===== src/rtl/sound_pkg.sv =====
// Shared types and helpers for the sound event arbiter: sound ids, FSM states, per-id duration lookup.
// Pure declarations: no latency, no backpressure.
package sound_pkg;

    typedef enum logic [1:0] {
        SND_SHOT  = 2'd0,
        SND_ALIEN = 2'd1,
        SND_BONUS = 2'd2,
        SND_DEATH = 2'd3
    } sound_id_t;

    typedef enum logic [1:0] {
        sIdle = 2'd0,
        sPlay = 2'd1,
        sGap  = 2'd2
    } state_t;

    function automatic logic [5:0] dur_of(
        input sound_id_t  id,
        input logic [5:0] d_shot,
        input logic [5:0] d_alien,
        input logic [5:0] d_bonus,
        input logic [5:0] d_death
    );
        case (id)
            SND_SHOT:  return d_shot;
            SND_ALIEN: return d_alien;
            SND_BONUS: return d_bonus;
            default:   return d_death;
        endcase
    endfunction

endpackage


===== src/rtl/sound_prio_enc.sv =====
// Fixed-priority encoder over pending sounds (death > bonus > alien > shot); combinational, zero latency.
// No backpressure: output follows input in the same cycle.
module sound_prio_enc (
    input  logic [3:0] i_pending,
    output logic       o_any,
    output logic [1:0] o_top_id
);

    assign o_any = |i_pending;

    always_comb begin
        o_top_id = 2'd0;
        if (i_pending[3])      o_top_id = 2'd3;
        else if (i_pending[2]) o_top_id = 2'd2;
        else if (i_pending[1]) o_top_id = 2'd1;
    end

endmodule


===== src/rtl/sound_event_arbiter.sv =====
// Arbitrates four event pulses onto one tone generator; request-to-tone_en latency 2 cycles; SOUND_PREEMPT_EN lets higher priority cut in.
// No backpressure: requests are latched as pending and served one at a time, mute flushes everything.
module sound_event_arbiter
    import sound_pkg::*;
#(
    parameter int DUR_SHOT   = 6,
    parameter int DUR_ALIEN  = 10,
    parameter int DUR_BONUS  = 30,
    parameter int DUR_DEATH  = 60,
    parameter int GAP_FRAMES = 1
)(
    input  logic       clk,
    input  logic       resetN,
    input  logic       startOfFrame,
    input  logic       mute,
    input  logic       req_shot,
    input  logic       req_alien,
    input  logic       req_bonus,
    input  logic       req_death,
    output logic       tone_en,
    output logic [1:0] sound_id,
    output logic [3:0] tone_step,
    output logic       sound_start,
    output logic       busy
);

    localparam logic [5:0] L_DUR_SHOT  = 6'(DUR_SHOT);
    localparam logic [5:0] L_DUR_ALIEN = 6'(DUR_ALIEN);
    localparam logic [5:0] L_DUR_BONUS = 6'(DUR_BONUS);
    localparam logic [5:0] L_DUR_DEATH = 6'(DUR_DEATH);
    localparam logic [2:0] L_GAP       = 3'(GAP_FRAMES);

    state_t     r_state;
    sound_id_t  r_sound_id;
    logic [3:0] r_pending;
    logic [5:0] r_frame_cnt;
    logic [2:0] r_gap_cnt;
    logic [3:0] r_tone_step;
    logic       r_tone_en;
    logic       r_sound_start;

    logic [3:0] w_req;
    logic [3:0] w_cur_mask;
    logic [3:0] w_set;
    logic [3:0] w_clr;
    logic       w_any;
    logic [1:0] w_top_id;
    logic       w_retrig;
    logic       w_preempt;
    logic       w_grant;
    logic [5:0] w_new_dur;
    logic [5:0] w_cur_dur;

    sound_prio_enc u_prio (
        .i_pending (r_pending),
        .o_any     (w_any),
        .o_top_id  (w_top_id)
    );

    assign w_req      = {req_death, req_bonus, req_alien, req_shot};
    assign w_cur_mask = 4'b0001 << r_sound_id;
    assign w_retrig   = !mute && (r_state == sPlay) && |(w_req & w_cur_mask);

`ifdef SOUND_PREEMPT_EN
    assign w_preempt  = (r_state == sPlay) && w_any && (w_top_id > 2'(r_sound_id));
`else
    assign w_preempt  = 1'b0;
`endif

    assign w_grant    = !mute && w_any && ((r_state == sIdle) || w_preempt);
    // A request for the sound already playing is a retrigger, not a new queue entry.
    assign w_set      = mute ? 4'b0000 : ((r_state == sPlay) ? (w_req & ~w_cur_mask) : w_req);
    assign w_clr      = w_grant ? (4'b0001 << w_top_id) : 4'b0000;
    assign w_new_dur  = dur_of(sound_id_t'(w_top_id), L_DUR_SHOT, L_DUR_ALIEN, L_DUR_BONUS, L_DUR_DEATH);
    assign w_cur_dur  = dur_of(r_sound_id, L_DUR_SHOT, L_DUR_ALIEN, L_DUR_BONUS, L_DUR_DEATH);

    always_ff @(posedge clk or negedge resetN) begin
        if (!resetN) begin
            r_state       <= sIdle;
            r_sound_id    <= SND_SHOT;
            r_pending     <= 4'b0000;
            r_frame_cnt   <= 6'd0;
            r_gap_cnt     <= 3'd0;
            r_tone_step   <= 4'd0;
            r_tone_en     <= 1'b0;
            r_sound_start <= 1'b0;
        end else begin
            r_sound_start <= 1'b0;
            if (mute) begin
                r_state     <= sIdle;
                r_pending   <= 4'b0000;
                r_frame_cnt <= 6'd0;
                r_gap_cnt   <= 3'd0;
                r_tone_step <= 4'd0;
                r_tone_en   <= 1'b0;
            end else begin
                // Set wins over clear so a same-cycle re-request replays later.
                r_pending <= (r_pending & ~w_clr) | w_set;
                if (w_grant) begin
                    r_state       <= sPlay;
                    r_sound_id    <= sound_id_t'(w_top_id);
                    r_frame_cnt   <= w_new_dur;
                    r_gap_cnt     <= 3'd0;
                    r_tone_step   <= 4'd0;
                    r_tone_en     <= 1'b1;
                    r_sound_start <= 1'b1;
                end else begin
                    case (r_state)
                        sPlay: begin
                            if (w_retrig) begin
                                r_frame_cnt <= w_cur_dur;
                                r_tone_step <= 4'd0;
                            end else if (startOfFrame) begin
                                r_frame_cnt <= r_frame_cnt - 6'd1;
                                if (r_tone_step != 4'hF)
                                    r_tone_step <= r_tone_step + 4'd1;
                                if (r_frame_cnt == 6'd1) begin
                                    r_tone_en <= 1'b0;
                                    if (L_GAP == 3'd0) begin
                                        r_state <= sIdle;
                                    end else begin
                                        r_state   <= sGap;
                                        r_gap_cnt <= L_GAP;
                                    end
                                end
                            end
                        end
                        sGap: begin
                            if (startOfFrame) begin
                                if (r_gap_cnt <= 3'd1) begin
                                    r_gap_cnt <= 3'd0;
                                    r_state   <= sIdle;
                                end else begin
                                    r_gap_cnt <= r_gap_cnt - 3'd1;
                                end
                            end
                        end
                        default: ;
                    endcase
                end
            end
        end
    end

    assign tone_en     = r_tone_en;
    assign sound_id    = r_sound_id;
    assign tone_step   = r_tone_step;
    assign sound_start = r_sound_start;
    assign busy        = (r_state != sIdle);

endmodule


===== config.mk =====
export PLATFORM = sky130hd
export DESIGN_NAME = sound_event_arbiter
export DESIGN_NICKNAME = d
export VERILOG_FILES = /design/src/rtl/sound_pkg.sv /design/src/rtl/sound_prio_enc.sv /design/src/rtl/sound_event_arbiter.sv
export SDC_FILE = /design/constraint.sdc
export NUM_CORES = 1
export LEC_CHECK = 0
export ABC_AREA = 1
export CORE_AREA = 2 2 74 90
export CTS_CLUSTER_SIZE = 30
export DETAILED_ROUTE_END_ITERATION = 8
export DIE_AREA = 0 0 76 92
export GPL_ROUTABILITY_DRIVEN = 0
export MAX_ROUTING_LAYER = met4
export PLACE_DENSITY_LB_ADDON = 0.08
export REMOVE_ABC_BUFFERS = 1
export SYNTH_ARGS = -nofsm -noshare
export SYNTH_HDL_FRONTEND = slang
export SYNTH_HIERARCHICAL = 1
export SYNTH_SLANG_ARGS = --single-unit

===== constraint.sdc =====
create_clock -name clk -period 2.2 [get_ports clk]
set_clock_uncertainty 0.2 [all_clocks]
set_input_delay 0.44 -clock clk [delete_from_list [all_inputs] [get_ports clk]]
set_output_delay 0.44 -clock clk [all_outputs]
set_load 0.01 [all_outputs]

==> results.ini, run 1 <==
[detailed_routing]
first_pass_iters=4
wl_mm=3.772
detail_route.iter0.violations=61
routedWlPerCell_um=12.05
drc=0
drtAntennaViolNets=0
viasPerCell=4.249
vias=1330

[cts]
insertion_delay_ns=0.27
numClockSinks=23
path_clk_slew_ns=0.09
postCtsSetupBuffers=0
clock_path_buffers=2
cts_tree=yes
cts_buffers=3
h-tree-depth=1
cts-root-buf=clkbuf_8

[critical_path]
cp.required_ns=1.56
path_cells=clkdlybuf4s50_1
cp_top_family=buffers and inverters
slowest_stage=clkdlybuf4s50_1
critPathCaptureType=output pin
crit_fanout=7
criticalPathCategory=reg -> out
worst-path-buf-inv=1
r2r_cells=10
cp-start-kind=register
r2r_slack_ns=0.35
arrival_ns=1.33
r2r_end=r_state[0]
worstReg2RegStart=r_state[1]
slowest_delay_ns=0.59

[synth]
syn_area_sq_um=1478
syn_avg_cell_area_sq_um=7.279
yosys-top-cells-count=58 x nand2_1, 23 x dfrtp_1, 23 x inv_1
synth_area_leaders=dfrtp_1 39%, nand2_1 15%, ha_1 6.8%
ys.flop_type=dfrtp_1
postSynthCellCount=203
synth-seq-cells=23
yosysSeqAreaShare_pct=38.95
yosysTopAreaCell=dfrtp_1
synth_most_common_cell=nand2_1
ys_types=27
synthArstFlopShare_pct=100.0
yosysWarnings=6
synth_top_area_share_pct=38.95
synth-edff-count=0

[global_routing]
grt_max_degree=24
first_global_vias=1452
grt_pass1_wl_mm=6.720
grt_overflow=0
antenna_found_initial=0
grt_use_total_pct=12.38

[sta]
holdWs_ns=0.2831
layout_setup_ws_ns=0.2284
setup_viol_count_final=0
finalSetupTns_ns=0
worst_pin_slew_ns=0.3500
drv_slew=0
slew_headroom_pct=76.59
hold_viol_final=0
fmax_ghz=0.5072
period_share_pct=89.62
min_period_ns=1.972
rsz0062_at_grt=false

[die]
start_util_pct=23.81
die_area_sq_um=6992
num_rows=32
die_h_um=92
core-area_sq_um=6206
die_width_um=76
top_level_ports=17

[place]
hpwl_mm=2.924
placed_area_sq_um=1778
place_ws_ns=-0.02992
io_buffers=16

[worst_hold_path]
min_from=tone_en
whs_path_depth=2
whs_endpoint=tone_en
hold_class=reg -> reg

[final_layout]
area.growth.synth_to_final_pct=23.54
seqCellArea_sq_um=575.6
fillers=680
fin_nets=245
diodes=0
drive_gt1_share_pct=11.40
finalInstanceArea_sq_um=1826
multi_input_area_sq_um=773.2

[power]
vdd_ir_drop_max_mv=0.2981
p_switching_mw=0.8610
p_comb_share_pct=51.6
swShare_pct=45.24
cellLeakagePower_nw=0.8930
internal_power_mw=1.042
power_mw=1.903
clkPwrFrac_pct=14.6
p_seq_share_pct=33.8
power.density_nw_per_um2=1042

[run]
cap_violations=0

[outcome]
status=finished clean

kinds of logic (layout without fill, tap and decap cells):
| family | Yosys count | after routing | share of synthesized area [%] |
|---|---|---|---|
| buf+inv | 31 | 56 | 8.721 |
| xor+xnor | 5 | 5 | 2.963 |
| flops | 23 | 23 | 38.95 |
| compound gates | 28 | 28 | 10.58 |
| fa+ha+maj | 8 | 8 | 6.774 |
| simple gates | 108 | 108 | 32.01 |
per-stage QoR:
step	util, %	std cells
floorplan	-	201
global placement	28.65	309
detailed placement	28.65	309
CTS	29.38	313
global route	29.42	313
finish	29.42	313
state kept, by name (all words and copies together) (netlist names):
name and cells:
r_frame_cnt 6, r_pending 4, tone_step 4, r_gap_cnt 3, r_state 2, sound_id 2
sound_start 1, tone_en 1
layout make-up:
| class | instances | share of cell area [%] |
|---|---|---|
| inverters | 29 | 6.032 |
| clock buffers | 4 | 2.467 |
| repair buffers | 23 | 11.79 |
| well taps | 85 | 5.826 |
| multi-input cells | 149 | 42.36 |
| flip-flops and latches | 23 | 31.53 |
routing by layer:
layer	track usage (%)	routed length [um]
met1	14.40	1734
met2	21.73	1870
met3	1.575	109
met4	5.000	59
met5	-	0
timing repair:
action | in CTS | in global routing
endpoints found under the setup margin | 0 | 1
gates resized for setup | 0 | 1
hold buffers | 0 | 0
worst max path at each step:
stage               depth (start not counted)  slack (ns)        endpoint         from
floorplan                                   9        0.42  r_frame_cnt[1]  sound_id[1]
global placement                            8       -0.03      r_state[1]         mute
detailed placement                          8       -0.03    r_gap_cnt[1]         mute
CTS                                         4        0.01            busy   r_state[0]
global route                                8        0.08      r_state[0]         mute
finish                                      1        0.23     sound_id[1]  sound_id[1]
placed cells by master, fill, tap and decap left out:
cell,Yosys,layout
clkbuf_1,0,1
clkbuf_8,0,3
inv_2,5,5
o21ai_2,1,1
dlymetal6s2s_1,0,1
clkinv_2,1,1
nand3_1,20,20
dfrtp_1,23,23
clkdlybuf4s50_1,0,15
nand4_1,4,4
a21oi_1,7,7
a31oi_2,1,1
nor2_1,17,17
ha_1,8,8
o21ai_0,13,13
or2_2,1,1
a31oi_1,1,1
o22ai_1,1,1
nor2_4,1,1
nand2_1,58,58
xnor2_1,1,1
or2_1,1,1
buf_4,1,7
xor2_1,4,4
nand2_4,1,1
o31ai_1,1,1
nor2_2,2,2
inv_1,23,23
nand2_2,3,3
o21ai_1,3,3
power by group through the flow:
stage | Combinational (mW) | Sequential (mW) | Clock [mW]
5_1_grt | 1.14 | 0.662 | 0.303
3_3_place_gp | 1.01 | 0.657 | 0
2_1_floorplan | 0.667 | 0.636 | 0
6_report | 0.982 | 0.643 | 0.278
4_1_cts | 1.00 | 0.642 | 0.290
3_5_place_dp | 0.992 | 0.651 | 0
Note: power is estimated with default switching activity, not from simulation.
==> run 2: changes to the inputs <==
--- a/config.mk
+++ b/config.mk
@@ -6,6 +6,7 @@
 export NUM_CORES = 1
 export LEC_CHECK = 0
 export ABC_AREA = 1
+export CAP_MARGIN = 25
 export CORE_AREA = 2 2 74 90
 export CTS_CLUSTER_SIZE = 30
 export DETAILED_ROUTE_END_ITERATION = 8
==> results of run 2 <==
Final layout, timing and power as in run 1 (identical DEF).
==> run 3: changes to the inputs <==
--- a/config.mk
+++ b/config.mk
@@ -14,7 +14,6 @@
 export GPL_ROUTABILITY_DRIVEN = 0
 export MAX_ROUTING_LAYER = met4
 export PLACE_DENSITY_LB_ADDON = 0.08
-export REMOVE_ABC_BUFFERS = 1
 export SYNTH_ARGS = -nofsm -noshare
 export SYNTH_HDL_FRONTEND = slang
 export SYNTH_HIERARCHICAL = 1
==> results.ini, run 3 (synthesis results as in run 1) <==
[die]
die_area_sq_um=6992  ; unchanged
die_h_um=92  ; unchanged
core-area_sq_um=6206  ; unchanged
top_level_ports=17  ; unchanged
start_util_pct=23.81  ; unchanged
die_width_um=76  ; unchanged
num_rows=32  ; unchanged

[final_layout]
layout_common_cells=58 x nand2_1, 23 x inv_1, 23 x dfrtp_1
regMostFlops=r_frame_cnt
drive_gt1_share_pct=11.01  ; -0.39 points
fillers=698  ; +2.6%
fin_nets=244  ; -0.41%
diodes=0  ; unchanged
layout_commonest_cell=nand2_1
multi_input_area_sq_um=773.2  ; unchanged
largest_reg_flops=6  ; unchanged
seqCellArea_sq_um=575.6  ; unchanged
area.growth.synth_to_final_pct=22.78

[run]
cap_violations=0  ; unchanged

[synth]
synth_nets=219

[detailed_routing]
viasPerCell=4.205  ; -1.0%
drc=0  ; unchanged
detail_route.iter0.violations=16  ; -74%
drtAntennaViolNets=0  ; unchanged
routedWlPerCell_um=12.13  ; +0.61%
wl_mm=3.783  ; +0.29%
vias=1312  ; -1.4%
first_pass_iters=4  ; unchanged

[place]
hpwl_mm=2.983  ; +2.0%
io_buffers=16  ; unchanged
place_ws_ns=0.01109  ; +0.04101 ns

[critical_path]
slowest_delay_ns=0.59  ; about the same
worst-path-buf-inv=1  ; unchanged
cp.required_ns=1.56  ; about the same
slowest_stage=clkdlybuf4s50_1
criticalPathCategory=reg -> out
critPathCaptureType=output pin
cp-start-kind=register
arrival_ns=1.33  ; about the same
cp_top_family=buffers and inverters
path_cells=clkdlybuf4s50_1
crit_fanout=8  ; +1

[worst_hold_path]
hold_class=reg -> reg

[global_routing]
grt_pass1_wl_mm=6.686  ; -0.51%
grt_use_total_pct=12.52  ; +0.14 points
antenna_found_initial=0  ; unchanged
grt_overflow=0  ; unchanged
first_global_vias=1417  ; -2.4%
grt_max_degree=24  ; unchanged

[cts]
path_clk_slew_ns=0.09  ; about the same
hold_buffers=0  ; unchanged
postCtsSetupBuffers=0  ; unchanged
insertion_delay_ns=0.27  ; about the same
h-tree-depth=1  ; unchanged
cts-root-buf=clkbuf_8
numClockSinks=23  ; unchanged
cts_buffers=3  ; unchanged
clock_path_buffers=2  ; unchanged
cts_tree=yes

[sta]
drv_slew=0  ; unchanged
layout_setup_ws_ns=0.2293  ; +0.0009310 ns
rsz0062_at_grt=false
min_period_ns=1.971  ; -0.0009310 ns
worst_pin_slew_ns=0.3704  ; +0.02036 ns
setup_viol_count_final=0  ; unchanged
hold_viol_final=0  ; unchanged
slew_headroom_pct=75.05  ; -1.5 points
period_share_pct=89.58  ; about the same
finalSetupTns_ns=0  ; unchanged
fmax_ghz=0.5074  ; about the same

[power]
cellLeakagePower_nw=0.8790  ; -1.6%
power.density_nw_per_um2=1045  ; +0.21%
vdd_ir_drop_max_mv=0.3502  ; +17%
power_mw=1.895  ; -0.41%

[outcome]
status=finished clean

run 3: layout make-up:
type	count	area share, %
multi-input cells	149	42.62
flip-flops and latches	23	31.72
repair buffers	22	11.24
inverters	29	6.069
well taps	85	5.862
clock buffers	4	2.483
run 3: what timing repair did:
item,in CTS,in global routing
endpoints found under the setup margin,1,0
hold endpoints to repair,0,0
gates resized for setup,1,0
run 3: final timing paths:
| check | startpoint | to | slack, ns | cells past startpoint |
|---|---|---|---|---|
| max in group asynchronous | resetN | r_state[0] | 1.24 | 2 |
| min in group asynchronous | resetN | tone_step[3] | 0.32 | 2 |
| max | sound_id[0] | sound_id[0] | 0.23 | 1 |
| min | tone_en | tone_en | 0.29 | 2 |
| min reg2reg | tone_en | tone_en | 0.29 | 2 |
| max reg2reg | r_state[1] | r_state[0] | 0.32 | 10 |
run 3: report_power, final:
group          switching, mW  internal (mW)
clock network          0.150          0.130
logic                  0.596          0.379
registers              0.113          0.528
total                  0.859           1.04
run 3: tightest hold or removal path: stages (launching register included):
cell and delay [ns]:
dfrtp_1 0.36, nand2_1 0.06, nand2_1 0.05
run 3: routing by layer:
metal / global-route usage, % / part of all wire [%] / up-vias
met5: - / 0 / -
met4: 6.364 / 3.2 / 0
li1: - / - / 694
met1: 14.78 / 47 / 587
met3: 1.673 / 2.6 / 9
met2: 20.98 / 47 / 22
run 3: through the flow:
stage	hold WS, ns	instance area, sq um	cells	util, %
detailed placement	0.2749	1770	308	28.53
CTS	0.2977	1814	312	29.23
global route	0.3162	1814	312	29.23
finish	0.2941	1814	312	29.23
floorplan	-0.05559	1478	203	-
global placement	0.2709	1770	308	28.53
